--- src/rtl/elevator_scheduler.sv ---
// Four-floor SCAN elevator scheduler: latches calls, tracks the floor from
// one-hot sensors and sequences hoist motor and door with registered outputs.
module elevator_scheduler #(
    parameter int DOOR_CYCLES  = 8,
    parameter int MOVE_TIMEOUT = 64
) (
    input  logic       clk,
    input  logic       rst_n,
    input  logic [3:0] call_req,
    input  logic [3:0] s,
    output logic       motor_up,
    output logic       motor_down,
    output logic       door_open,
    output logic [1:0] cur_floor,
    output logic [3:0] pending,
    output logic       dir_up,
    output logic       fault
);
    localparam logic [2:0] ST_IDLE = 3'd0;
    localparam logic [2:0] ST_UP   = 3'd1;
    localparam logic [2:0] ST_DOWN = 3'd2;
    localparam logic [2:0] ST_DOOR = 3'd3;
    localparam logic [2:0] ST_FLT  = 3'd4;

    localparam int DW = $clog2(DOOR_CYCLES);
    localparam int TW = $clog2(MOVE_TIMEOUT);
    localparam logic [DW-1:0] DOOR_LOAD = DW'(DOOR_CYCLES - 1);
    localparam logic [TW-1:0] TO_LAST   = TW'(MOVE_TIMEOUT - 1);

    logic [2:0]    state_r, state_nxt_s;
    logic [1:0]    cur_floor_r;
    logic [3:0]    pending_r;
    logic          dir_up_r, dir_up_nxt_s;
    logic [DW-1:0] door_cnt_r, door_cnt_nxt_s;
    logic [TW-1:0] to_cnt_r, to_cnt_nxt_s;
    logic          motor_up_r, motor_down_r, door_open_r, fault_r;
    logic          s_valid_s;
    logic [1:0]    s_floor_s;
    logic [3:0]    req_all_s, clear_s;
    logic          above_s, below_s, ahead_s;

    function automatic logic [3:0] floor_bit(input logic [1:0] f);
        return 4'b0001 << f;
    endfunction

    function automatic logic any_beyond(input logic [3:0] mask, input logic [1:0] f,
                                        input logic up);
        logic r;
        r = 1'b0;
        for (int i = 0; i < 4; i++) begin
            r = r | (mask[i] & (up ? (i > int'(f)) : (i < int'(f))));
        end
        return r;
    endfunction

    // Sensor decode: only a single high bit names a floor.
    always_comb begin
        s_valid_s = 1'b1;
        s_floor_s = 2'd0;
        case (s)
            4'b0001: s_floor_s = 2'd0;
            4'b0010: s_floor_s = 2'd1;
            4'b0100: s_floor_s = 2'd2;
            4'b1000: s_floor_s = 2'd3;
            default: s_valid_s = 1'b0;
        endcase
    end

    assign req_all_s = pending_r | call_req;
    assign above_s   = any_beyond(pending_r, cur_floor_r, 1'b1);
    assign below_s   = any_beyond(pending_r, cur_floor_r, 1'b0);
    assign ahead_s   = any_beyond(req_all_s, s_floor_s, state_r == ST_UP);

    // Next-state, counters and the per-edge pending clear mask.
    always_comb begin
        state_nxt_s    = state_r;
        door_cnt_nxt_s = door_cnt_r;
        to_cnt_nxt_s   = to_cnt_r;
        dir_up_nxt_s   = dir_up_r;
        clear_s        = 4'b0000;
        case (state_r)
            ST_IDLE: begin
                to_cnt_nxt_s = {TW{1'b0}};
                if (pending_r[cur_floor_r]) begin
                    state_nxt_s    = ST_DOOR;
                    door_cnt_nxt_s = DOOR_LOAD;
                    clear_s        = floor_bit(cur_floor_r);
                end else if (above_s && below_s) begin
                    state_nxt_s = dir_up_r ? ST_UP : ST_DOWN;
                end else if (above_s) begin
                    state_nxt_s  = ST_UP;
                    dir_up_nxt_s = 1'b1;
                end else if (below_s) begin
                    state_nxt_s  = ST_DOWN;
                    dir_up_nxt_s = 1'b0;
                end else begin
                    state_nxt_s = ST_IDLE;
                end
            end
            ST_UP, ST_DOWN: begin
                if (s_valid_s && req_all_s[s_floor_s]) begin
                    state_nxt_s    = ST_DOOR;
                    door_cnt_nxt_s = DOOR_LOAD;
                    clear_s        = floor_bit(s_floor_s);
                end else if (s_valid_s && !ahead_s) begin
                    state_nxt_s = ST_IDLE;
                end else if (s_valid_s && (s_floor_s != cur_floor_r)) begin
                    to_cnt_nxt_s = {TW{1'b0}};
                end else if (to_cnt_r == TO_LAST) begin
                    state_nxt_s = ST_FLT;
                end else begin
                    to_cnt_nxt_s = to_cnt_r + TW'(1);
                end
            end
            ST_DOOR: begin
                clear_s = floor_bit(cur_floor_r);
                if (call_req[cur_floor_r]) begin
                    door_cnt_nxt_s = DOOR_LOAD;
                end else if (door_cnt_r == {DW{1'b0}}) begin
                    state_nxt_s = ST_IDLE;
                end else begin
                    door_cnt_nxt_s = door_cnt_r - DW'(1);
                end
            end
            ST_FLT: begin
                state_nxt_s = ST_FLT;
            end
            default: begin
                state_nxt_s = ST_FLT;
            end
        endcase
    end

    // State, datapath and registered Moore outputs.
    always_ff @(posedge clk or negedge rst_n) begin
        if (!rst_n) begin
            state_r      <= ST_IDLE;
            cur_floor_r  <= 2'd0;
            pending_r    <= 4'b0000;
            dir_up_r     <= 1'b1;
            door_cnt_r   <= {DW{1'b0}};
            to_cnt_r     <= {TW{1'b0}};
            motor_up_r   <= 1'b0;
            motor_down_r <= 1'b0;
            door_open_r  <= 1'b0;
            fault_r      <= 1'b0;
        end else begin
            state_r      <= state_nxt_s;
            pending_r    <= req_all_s & ~clear_s;
            dir_up_r     <= dir_up_nxt_s;
            door_cnt_r   <= door_cnt_nxt_s;
            to_cnt_r     <= to_cnt_nxt_s;
            if (s_valid_s) begin
                cur_floor_r <= s_floor_s;
            end
            motor_up_r   <= (state_nxt_s == ST_UP);
            motor_down_r <= (state_nxt_s == ST_DOWN);
            door_open_r  <= (state_nxt_s == ST_DOOR);
            fault_r      <= (state_nxt_s == ST_FLT);
        end
    end

    assign motor_up   = motor_up_r;
    assign motor_down = motor_down_r;
    assign door_open  = door_open_r;
    assign cur_floor  = cur_floor_r;
    assign pending    = pending_r;
    assign dir_up     = dir_up_r;
    assign fault      = fault_r;
endmodule
--- config.mk ---
export PLATFORM = sky130hd
export DESIGN_NAME = elevator_scheduler
export DESIGN_NICKNAME = d
export VERILOG_FILES = /design/src/rtl/elevator_scheduler.sv
export SDC_FILE = /design/constraint.sdc
export NUM_CORES = 1
export LEC_CHECK = 0
export CORE_MARGIN = 1
export CORE_UTILIZATION = 59
export CTS_CLUSTER_DIAMETER = 80
export DETAILED_ROUTE_END_ITERATION = 16
export PLACE_DENSITY = 0.95
export RECOVER_POWER = 100
export SLEW_MARGIN = 10
export SYNTH_ARGS = -nofsm -noshare
export SYNTH_HDL_FRONTEND = slang
export SYNTH_SLANG_ARGS = --single-unit
--- constraint.sdc ---
create_clock -name clk -period 3.21 [get_ports clk]
set_input_delay 0.642 -clock clk [delete_from_list [all_inputs] [get_ports clk]]
set_output_delay 0.642 -clock clk [all_outputs]
set_load 0.02 [all_outputs]
# Word-level counts from Yosys, hierarchy flattened
# Cells that the tools add are included.
[totals]
reg_bits = 23
input_bits = 10
[op_classes]
n_addsub = 2
order_cmp = 14
eq_ne = 19
shifts = 2
n_mux = 39
bitwise = 22
n_reduce_logical = 15
[ops]
columns = ["op", "count"]
rows = [
  ["$mux W3", 10],
  ["$mux W6", 4],
  ["$pmux W3 S3", 2],
  ["$eq A3 B2 Y1 const B", 4],
  ["$pmux W4 S3", 1],
  ["$pmux W6 S2", 1],
  ["$reduce_and A4 Y1", 3],
  ["$and A1 B1 Y1", 10],
  ["$mux W1", 10],
  ["$mux W2", 5],
  ["$gt A2 B2 Y1 const A", 4],
  ["$lt A1 B2 Y1 const A", 4],
  ["$mux W4", 2],
  ["$ne A2 B2 Y1 const B", 4],
  ["$shl A1 B2 Y4 const A", 2],
  ["$or A1 B1 Y1", 7],
  ["$add A6 B1 Y6 const B", 1],
  ["$bmux W1 S2", 3],
  ["$eq A3 B1 Y1 const B", 2],
  ["$eq A6 B6 Y1 const B", 1],
  ["$logic_not A3 Y1", 2],
  ["$lt A2 B3 Y1 const B", 2],
  ["$ne A3 B3 Y1 const B", 2],
  ["$pmux W2 S3", 1],
  ["other kinds (19)", 26],
]

# Depth between registers and ports, before layout
# Gate-level depths: netlist (run 1).
[depth]
ltp_word = 14
mapped_depth = 8
ltp_nobuf = 7

# Least setup slack after synthesis (run 1)
# OpenSTA, ideal clock, no wires.
[synth_path]
path_kind = "input to register"
start = "input s[0]"
end = "register to_cnt_r[0]"
setup_ns = 0.125
t_arrival_ns = 2.184
t_required_ns = 3.085
slack_ns = 0.901
path_stages = 6
path_buffers = 0
path_cell_list = "xor2_1 a221oi_2 o21bai_2 a2111o_1 a21oi_4 mux2_4"
[synth_via]
elab_chain_cells = 12
elab_cells_between_ends = 39
[synth_lines]
columns = ["item", "line_no", "source"]
rows = [
  ["start, declared", "10", "input logic [3:0] s,"],
  ["$eq A4 B4 Y1 (tied with other cells)", "60", "case (s)"],
  ["$pmux W2 S3", "60", ""],
  ["$lt A1 B2 Y1 / $gt A1 B2 Y1 (equally long branches)", "51", "r = r | (mask[i] & (up ? (i > int'(f)) : (i < int'(f))));"],
  ["$mux W1", "51", ""],
  ["$and A1 B1 Y1", "51", ""],
  ["$or A1 B1 Y1 (3 in series)", "51", ""],
  ["$logic_not A1 Y1", "105", "end else if (s_valid_s && !ahead_s) begin"],
  ["$logic_and A1 B1 Y1", "105", ""],
  ["$ne A2 B2 Y1 (no source line)", "--", ""],
  ["$reduce_and A4 Y1 (no source line)", "--", ""],
  ["end signal, assigned", "142", "to_cnt_r <= {TW{1'b0}};"],
  ["end signal, assigned", "152", "to_cnt_r <= to_cnt_nxt_s;"],
  ["end, declared", "35", "logic [TW-1:0] to_cnt_r, to_cnt_nxt_s;"],
]
# Parallel ways exist; a longest one is shown, timed or not. The select of a mux whose other input is x is not followed.
# A chain may end at the register's enable or synchronous reset.

# Worst setup path in the final report (run 1)
[layout_path]
start = "input s[2]"
end = "register to_cnt_r[0]"
# The elaborated chain is that of the path after synthesis.

==> results of run 1 <==
[per-stage QoR]
step,hold WS (ns),area (um^2),utilization,std cells
floorplan,0.3464,1645,-,175
global route,0.5616,1868,0.7340,225
detailed placement,0.5128,1864,0.7325,221
global placement,0.4824,1864,0.7325,221
CTS,0.5354,1892,0.7434,225
finish,0.5378,1868,0.7340,225
[kinds of logic (layout without fill, tap and decap cells)]
kind of cell / after synthesis / in the layout / synth area share
multiplexers: 4 / 4 / 0.04258
flip-flops: 23 / 23 / 0.3506
AND/OR/NAND/NOR: 62 / 62 / 0.1886
XOR/XNOR: 3 / 3 / 0.01597
AO/OA/AOI/OAI: 62 / 62 / 0.3186
buffers and inverters: 18 / 38 / 0.06084
adder cells (fa/ha/maj): 3 / 3 / 0.02282
[cell usage after synthesis (2+ instances only)]
cell type  count  share of area
dfrtp_1       22           0.33
nor2_1        20          0.046
a21oi_1       11          0.033
nand2_1        8          0.018
nand2b_1       8          0.030
inv_1          6          0.014
nor3_1         6          0.018
buf_4          5          0.023
nand3_1        5          0.015
a211oi_1       4          0.018
a221oi_1       4          0.021
o21ai_0        4          0.012
o22ai_1        4          0.015
a211o_1        3          0.016
a31o_2         3          0.016
a32o_1         3          0.018
buf_2          3         0.0091
ha_1           3          0.023
nor4_1         3          0.011
o21a_1         3          0.014
or3_1          3          0.011
a2111oi_2      2          0.018
a221o_1        2          0.012
a221oi_2       2          0.018
a31oi_1        2         0.0076
and2_1         2         0.0076
clkbuf_1       2         0.0046
mux4_2         2          0.027
o211ai_1       2         0.0091
or2_2          2         0.0076
xor2_1         2          0.011
[layout make-up]
cell class | count | share of cell area
multi-input cells | 134 | 0.5097
flip-flops and latches | 23 | 0.3088
repair buffers | 27 | 0.1313
well taps | 30 | 0.02009
inverters | 7 | 0.01541
clock buffers | 3 | 0.01206
clock inverters | 1 | 0.002679
[sequential cells by signal, summed over array words and instances (netlist names)]
| signal | cells |
|---|---|
| state_r | 3 |
| door_open | 1 |
| dir_up | 1 |
| motor_down | 1 |
| motor_up | 1 |
| cur_floor | 2 |
| to_cnt_r | 6 |
| pending | 4 |
| door_cnt_r | 3 |
| fault | 1 |
[layout by cell type (no fill, tap or decap), types with 3 or more instances in the layout]
cell type	Yosys	routed
clkbuf_4	0	3
or3_1	3	3
a31o_2	3	3
nor3_1	6	6
clkdlybuf4s50_1	0	7
nand2b_1	8	8
a211o_1	3	3
dlygate4sd3_1	0	13
nor4_1	3	3
nand2_1	8	8
inv_1	6	6
a21oi_1	11	11
o21a_1	3	3
o21ai_0	4	5
o22ai_1	4	4
dfrtp_1	22	22
a32o_1	3	3
buf_4	5	5
nand3_1	5	5
a221oi_1	4	4
nor2_1	20	20
ha_1	3	3
a211oi_1	4	4
[per-layer routing]
metal | vias up | share of wire | track usage
met2 | 68 | 0.50 | 0.4779
met4 | 0 | 0.0051 | 0.06410
met1 | 753 | 0.44 | 0.4007
met5 | - | 0 | 0
li1 | 717 | - | -
met3 | 4 | 0.061 | 0.06389
[where the power goes]
| part | total [uW] | switching [uW] | internal (uW) |
|---|---|---|---|
| Sequential | 447 | 92.9 | 354 |
| Combinational | 552 | 318 | 234 |
| Clock | 143 | 95.8 | 46.7 |
[final timing paths]
path / start / endpoint / depth (start not counted)
max reg2reg: cur_floor[0] / to_cnt_r[0] / 6
min: door_cnt_r[0] / door_cnt_r[0] / 1
max in group asynchronous: rst_n / door_cnt_r[0] / 2
min in group asynchronous: rst_n / pending[2] / 2
max: s[2] / to_cnt_r[0] / 7
min reg2reg: door_cnt_r[0] / door_cnt_r[0] / 1
[worst max-delay path: cells and delay by family]
kind | cells | cell delay (ns)
AOI/OAI and AO/OA | 4 | 1.30
buffers and inverters | 1 | 0.69
and+or+nand+nor | 1 | 0.26
muxes | 1 | 0.35
==> results.txt, run 1 <==
Unique masters post-synth - 55
Largest net degree at the start of global routing - 24
CP required - 3.43 ns
Routed via count - 1,542
Row count - 18
Sequential-to-total area share from yosys stat - 0.3506
CORE AREA - 0.002545 mm^2
Status - finished, final reports clean
Max cap viols - 0
Residual DRC - 0
Final total power - 1142 uW
Hold_buf cts - 0
Syn nets - 188
Max_slew headroom - 0.1502
Clock Latency Late Sink - 0.32 ns
Maximum clock rate - 330.5 MHz
# IOs - 21
Post-synthesis instance total - 175
Flops & latches, synth - 23
Initial cell density of the core - 0.6465
WL final - 4110 um
DR iter-0 viols - 81
CTS buffer count - 3
WP data arrival - 3.24 ns
GPL Wtd Cong - 0.9610
Initial DRT Pass Iterations - 5
Routed Antenna Nets - 0
# diodes - 0
First-pass GRT wire length - 6237 um
# nets final - 209
DIE AREA - 0.003004 mm^2
Worst-path clk slew - 0.13 ns
Dpl hpwl - 3078 um
EDFF count, synth - 0
Fin crit period - 3.026 ns
IO Port Bufs - 20
CP peak stage delay - 0.69 ns
CP Cell Sequence - dlygate4sd3_1 > nand2b_1 > a211oi_1 > o21bai_1 > a2111o_1 > a21oi_2 > mux2_1
Type of origin of the critical path - input pin
Final hold viol count - 0
Grt ovf - 0
Wire per inst - 18.27 um
Max-slew violation count - 0
Synthesis Warnings - 0
H-tree depth - 1
WS Path Type - input pin to flop
Ys async rst share - 1.000
Worst VDD drop - 0.4742 mV
Hold Path Class - flop to flop
Fraction of final layout cells with drive strength greater than 1 - 0.1333
Filler instances - 196
Global Route Usage Sum - 0.2961
Die Span Y - 54.81 um
Maximum root-to-sink buffer count - 2
Syn_area_per_cell - 9.402 um^2
Initial antenna violation count - 0
Slew @ Worst Pin - 1.275 ns
Vias/cell - 6.853
Pwr/cell area - 611.1 mW/mm^2
Mapped Area - 0.001645 mm^2
CTS root buf - clkbuf_4
Pre-CTS setup slack - -0.006265 ns
Area of the multi-input gates - 952.2 um^2
Reg area - 576.8 um^2
Lkg Pwr - 0.0007282 uW
Setup Skew - 0.007153 ns
Final setup vio count - 0
Crit-path slowest cell - dlygate4sd3_1
Vias in the first global route - 1,361
Final WS setup - 0.1844 ns
RSZ-0062 raised after global routing - no
Final worst-path cycle share - 0.9426
Final TNS setup - 0 ns
Post-cts sizing count - 0
Post-synth top flop - dfrtp_1
Horiz. Die Dim - 54.81 um
Endpoint class of the critical path - flop
Synth-to-layout area growth - 13.54%
Sink Count - 23
CTS tree - done
Crit path max fanout - 12
Worst R2R Setup Slack - 0.64 ns
Postcts setup bufs - 0
(Power assumes the default switching activity.)
==> run 2: changes to the inputs <==
- CORE_UTILIZATION: 59 -> 55
- PLACE_DENSITY: 0.95 -> 0.9
- clock period: 3.21 -> 3.37 ns (I/O delays scaled with it)
==> run 2 against run 1 <==
  * The run now ends with DRC left
  * Sequential share of layout area grew 0.23 points
  * Global-route usage is 2.7 points lower
  * Sequential cell count unchanged
  * Cell count fell by 0.44%
==> results.txt, run 2 (synthesis gave the netlist of run 1 again) <==
Reg area - 576.8 um^2 (unchanged)
Initial antenna violation count - 0 (unchanged)
CP required - 3.60 ns (+0.17 ns)
DIE AREA - 0.003214 mm^2 (+7.0%)
Type of origin of the critical path - input pin
CTS root buf - clkbuf_4
Postcts setup bufs - 0 (unchanged)
Worst hold slack - 0.5362 ns (-0.001588 ns)
Dpl hpwl - 2958 um (-3.9%)
Global Route Usage Sum - 0.2690 (-0.02710)
Vias in the first global route - 1,459 (+7.2%)
DR iter-0 viols - 75 (-7.4%)
Worst VDD drop - 0.3493 mV (-26%)
CP Cell Sequence - dlygate4sd3_1 > xor2_1 > a221oi_2 > o21bai_2 > a2111o_1 > a21oi_4 > mux2_1
CTS buffer count - 3 (unchanged)
Max_slew headroom - 0.2929 (+0.1427)
Commonest cells after routing, fill and taps aside - dfrtp_1, nor2_1, dlygate4sd3_1, a21oi_1
Status - finished, violations left
GPL Wtd Cong - 0.9227 (-4.0%)
CORE AREA - 0.002805 mm^2 (+10%)
Final worst-path cycle share - 0.8874
Sink Count - 23 (unchanged)
Post-cts sizing count - 0 (unchanged)
Final setup vio count - 0 (unchanged)
Endpoint class of the critical path - flop
Combinational share of power - 0.479 (-0.004)
Lkg Pwr - 0.0007148 uW (-1.8%)
Hold Path Class - flop to flop
WL final - 3971 um (-3.4%)
Slew @ Worst Pin - 1.057 ns (-0.2176 ns)
Violated checks - DRC
Fin crit period - 2.991 ns
Clock share of power - 0.128 (+0.003)
Sequential share of power - 0.393 (about the same)
Max cap viols - 0 (unchanged)
Horiz. Die Dim - 56.70 um (+3.4%)
Final hold viol count - 0 (unchanged)
Pwr/cell area - 585.0 mW/mm^2 (-4.3%)
Clock Latency Late Sink - 0.33 ns (about the same)
H-tree depth - 1 (unchanged)
Largest register FFs - 6 (unchanged)
Crit path max fanout - 14 (+2)
Worst-path clk slew - 0.14 ns (about the same)
Vias/cell - 6.817 (-0.53%)
WP data arrival - 3.22 ns (-0.02 ns)
RSZ-0062 raised after global routing - no
Setup Skew - 0.002233 ns (-0.004919 ns)
# diodes - 0 (unchanged)
Largest net degree at the start of global routing - 24 (unchanged)
Filler instances - 246 (+26%)
Grt ovf - 0 (unchanged)
Area of the multi-input gates - 952.2 um^2 (unchanged)
Crit-path slowest cell - dlygate4sd3_1
CP peak stage delay - 0.84 ns (+0.15 ns)
Routed via count - 1,527 (-0.97%)
Hold_buf cts - 0 (unchanged)
First-pass GRT wire length - 6686 um (+7.2%)
Max-slew violation count - 0 (unchanged)
WS Path Type - input pin to flop
Row count - 19 (+1)
# nets final - 207 (-0.96%)
Residual DRC - 3 (+3)
Routed Antenna Nets - 0 (unchanged)
Synth-to-layout area growth - 12.70%
IO Port Bufs - 20 (unchanged)
Wire per inst - 17.73 um (-3.0%)
Pint - 605.1 uW (-4.7%)
Switch share - 0.4422 (-0.001772)
Commonest non-fill, non-tap cell in the layout - dfrtp_1
# IOs - 21 (unchanged)
Register ranked first by flip-flop count - to_cnt_r
Final TNS setup - 0 ns (unchanged)
Die Span Y - 56.70 um (+3.4%)
Initial DRT Pass Iterations - 10 (+5)
Initial cell density of the core - 0.5865 (-0.05998)
Fraction of final layout cells with drive strength greater than 1 - 0.1192 (-0.01416)
Switching power - 479.6 uW (-5.4%)
CTS tree - done
Maximum clock rate - 334.4 MHz
Maximum root-to-sink buffer count - 2 (unchanged)
run 2: cell count changes in the layout (fill, tap and decap cells not counted), sizes merged:
| cell | before | now |
|---|---|---|
| buf | 5 | 3 |
run 2: cell type report:
class / count / share of cell area
repair buffers: 25 / 0.1242
flip-flops and latches: 23 / 0.3111
multi-input cells: 134 / 0.5135
clock inverters: 1 / 0.002699
inverters: 7 / 0.01552
clock buffers: 3 / 0.01215
well taps: 31 / 0.02092
run 2: stage by stage:
stage | power (uW) | utilization | instance area (um^2) | cells | setup WS [ns]
finish | 1085 | 0.6610 | 1854 | 224 | 0.3795
global route | 1151 | 0.6610 | 1854 | 224 | 0.1778
CTS | 1122 | 0.6695 | 1878 | 224 | 0.4763
detailed placement | 982.3 | 0.6597 | 1851 | 220 | 0.09602
global placement | 956.1 | 0.6597 | 1851 | 220 | 0.1971
floorplan | 815.7 | - | 1645 | 175 | 1.029
run 2: power groups by stage:
| stage | Sequential, uW | Clock [uW] | Combinational (uW) |
|---|---|---|---|
| final | 427 | 138 | 520 |
| after CTS | 426 | 142 | 554 |
| after detailed placement | 431 | 0 | 551 |
| after global routing | 436 | 148 | 568 |
| after global placement | 426 | 0 | 530 |
| after floorplan | 427 | 0 | 388 |
run 2: metal layers:
layer	track usage	vias to the layer above	wire length (um)
li1	-	709	-
met1	0.3608	747	1700
met3	0.03226	10	193
met2	0.4337	61	1998
met4	0.1214	0	79
met5	0	-	0
run 2: path summary, 6_finish.rpt:
path	startpoint	endpoint	slack, ns	cells past startpoint
hold / removal	door_cnt_r[2]	door_cnt_r[2]	0.54	1
setup reg to reg	cur_floor[1]	to_cnt_r[0]	0.87	6
min in group asynchronous	rst_n	pending[0]	0.96	1
hold reg to reg	door_cnt_r[2]	door_cnt_r[2]	0.54	1
setup / recovery	s[0]	to_cnt_r[0]	0.38	7
max in group asynchronous	rst_n	cur_floor[1]	1.77	1
run 2: critical path, delay by kind of cell:
family                    cells  cell delay, ns
AOI/OAI and AO/OA             4            1.21
buffers and inverters         1            0.84
muxes                         1            0.35
xor gates and xnor gates      1            0.14
==> run 3: changes to the inputs <==
- RECOVER_POWER: 100 -> 50
==> run 3 against run 2 <==
  * The run still ends with DRC left
  * Die area stayed put
  * Combinational power is 6.2% higher
  * Critical path depth stayed put
  * Routed wire length is 0.30% higher
  * Setup slack worse by 0.0044 ns
  * Critical endpoint unchanged
==> results.txt, run 3 (synthesis gave the netlist of run 1 again) <==
# IOs - 21 (unchanged)
Pint - 630.5 uW (+4.2%)
Non-Filler Instances - 224 (unchanged)
Commonest non-fill, non-tap cell in the layout - dfrtp_1
First-pass GRT wire length - 6686 um (unchanged)
Fin crit period - 2.995 ns (+0.004371 ns)
Type of origin of the critical path - input pin
CTS buffer count - 3 (unchanged)
Switch share - 0.4358 (-0.006374)
Worst-path clk slew - 0.14 ns (about the same)
Pre-CTS setup slack - 0.09602 ns (unchanged)
Slew @ Worst Pin - 1.080 ns (+0.02242 ns)
Vias/cell - 6.835 (+0.26%)
Maximum root-to-sink buffer count - 2 (unchanged)
Worst VDD drop - 0.3561 mV (+1.9%)
CP Cell Sequence - dlygate4sd3_1 > xor2_1 > a221oi_2 > o21bai_2 > a2111o_1 > a21oi_4 > mux2_4
Switching power - 487.0 uW (+1.5%)
WP data arrival - 3.23 ns (about the same)
Final worst-path cycle share - 0.8887 (+0.001297)
Largest register FFs - 6 (unchanged)
Final total power - 1117 uW (+3.0%)
Placed inst area - 0.001851 mm^2 (unchanged)
WS Path Type - input pin to flop
CTS root buf - clkbuf_4
# diodes - 0 (unchanged)
Largest net degree at the start of global routing - 24 (unchanged)
Status - finished, violations left
Synth-to-layout area growth - 14.14%
CTS tree - done
Global Route Usage Sum - 0.2690 (unchanged)
Max cap viols - 0 (unchanged)
Pwr/cell area - 595.0 mW/mm^2 (+1.7%)
Clock share of power - 0.124 (-0.004)
DR iter-0 viols - 77 (+2.7%)
Initial DRT Pass Iterations - 10 (unchanged)
Register ranked first by flip-flop count - to_cnt_r
RSZ-0062 raised after global routing - no
Final TNS setup - 0 ns (unchanged)
Initial antenna violation count - 0 (unchanged)
Routed via count - 1,531 (+0.26%)
# nets final - 207 (unchanged)
Cell area after layout - 0.001878 mm^2 (+1.3%)
Lkg Pwr - 0.0007257 uW (+1.5%)
Commonest cells after routing, fill and taps aside - dfrtp_1, nor2_1, clkdlybuf4s50_1, a21oi_1
Die Span Y - 56.70 um (unchanged)
Crit path max fanout - 14 (unchanged)
Routed Antenna Nets - 0 (unchanged)
Dpl hpwl - 2958 um (unchanged)
Postcts setup bufs - 0 (unchanged)
Crit-path slowest cell - dlygate4sd3_1
GPL Wtd Cong - 0.9227 (unchanged)
Fraction of final layout cells with drive strength greater than 1 - 0.1503 (+0.03109)
Horiz. Die Dim - 56.70 um (unchanged)
Combinational share of power - 0.494 (+0.015)
CORE AREA - 0.002805 mm^2 (unchanged)
H-tree depth - 1 (unchanged)
Final hold viol count - 0 (unchanged)
Max_slew headroom - 0.2779 (-0.01499)
CP required - 3.60 ns (about the same)
Clock Latency Late Sink - 0.33 ns (about the same)
Wire per inst - 17.78 um (+0.30%)
Sink Count - 23 (unchanged)
Violated checks - DRC
Row count - 19 (unchanged)
DIE AREA - 0.003214 mm^2 (unchanged)
Setup Skew - 0.004117 ns (+0.001883 ns)
Area of the multi-input gates - 968.4 um^2 (+1.7%)
Sequential share of power - 0.382 (-0.011)
Max-slew violation count - 0 (unchanged)
Filler instances - 238 (-3.3%)
CP peak stage delay - 0.85 ns (about the same)
Endpoint class of the critical path - flop
Reg area - 576.8 um^2 (unchanged)
IO Port Bufs - 20 (unchanged)
Dpl cells - 220 (unchanged)
Hold_buf cts - 0 (unchanged)
Final WS setup - 0.3751 ns (-0.004371 ns)
Post-cts sizing count - 0 (unchanged)
WL final - 3983 um (+0.30%)
Residual DRC - 3 (unchanged)
Maximum clock rate - 333.9 MHz (-0.15%)
Hold Path Class - flop to flop
Vias in the first global route - 1,459 (unchanged)
Final setup vio count - 0 (unchanged)
Grt ovf - 0 (unchanged)
Initial cell density of the core - 0.5865 (unchanged)
run 3: cell count changes in the layout (fill, tap and decap cells not counted), moves of 2 or more:
cell,before,now
buf_4,3,5
clkdlybuf4s50_1,7,16
dlygate4sd3_1,13,4
clkbuf_1,2,0
run 3: worst paths after layout:
kind,from,end,slack [ns],cells past startpoint
hold / removal,door_cnt_r[2],door_cnt_r[2],0.54,1
setup / recovery,s[0],to_cnt_r[0],0.38,7
max in group asynchronous,rst_n,cur_floor[1],1.75,1
hold reg to reg,door_cnt_r[2],door_cnt_r[2],0.54,1
setup reg to reg,cur_floor[0],to_cnt_r[0],0.86,6
min in group asynchronous,rst_n,pending[0],0.97,1
run 3: power by group through the flow:
| stage | clock [uW] | sequential [uW] | combinational (uW) |
|---|---|---|---|
| 2_1_floorplan | 0 | 427 | 388 |
| 3_3_place_gp | 0 | 426 | 530 |
| 3_5_place_dp | 0 | 431 | 551 |
| 4_1_cts | 142 | 426 | 554 |
| 5_1_grt | 148 | 438 | 599 |
| 6_report | 139 | 427 | 552 |
run 3: stage by stage:
step | util | hold slack (ns)
2_1_floorplan | - | 0.3784
3_3_place_gp | 0.6597 | 0.4832
3_5_place_dp | 0.6597 | 0.5129
4_1_cts | 0.6695 | 0.5397
5_1_grt | 0.6695 | 0.5569
6_report | 0.6695 | 0.5395
run 3: area by class of cell:
cell class | instances | area share
timing repair buffer | 25 | 0.1266
clock buffer | 3 | 0.01199
sequential | 23 | 0.3071
inverter | 7 | 0.01532
multi-input combinational | 134 | 0.5157
tap | 31 | 0.02065
clock inverter | 1 | 0.002665
run 3: worst max-delay path: cells and delay by family:
family          cells  cell delay, ns
buf+inv             1            0.85
mux                 1            0.32
compound gates      4            1.23
xor+xnor            1            0.15
run 3: per-layer routing:
metal	up-vias	wire [um]	GRT usage
li1	712	-	-
met1	746	1678	0.3608
met2	63	1959	0.4337
met3	10	266	0.03226
met4	0	78	0.1214
met5	-	0	0
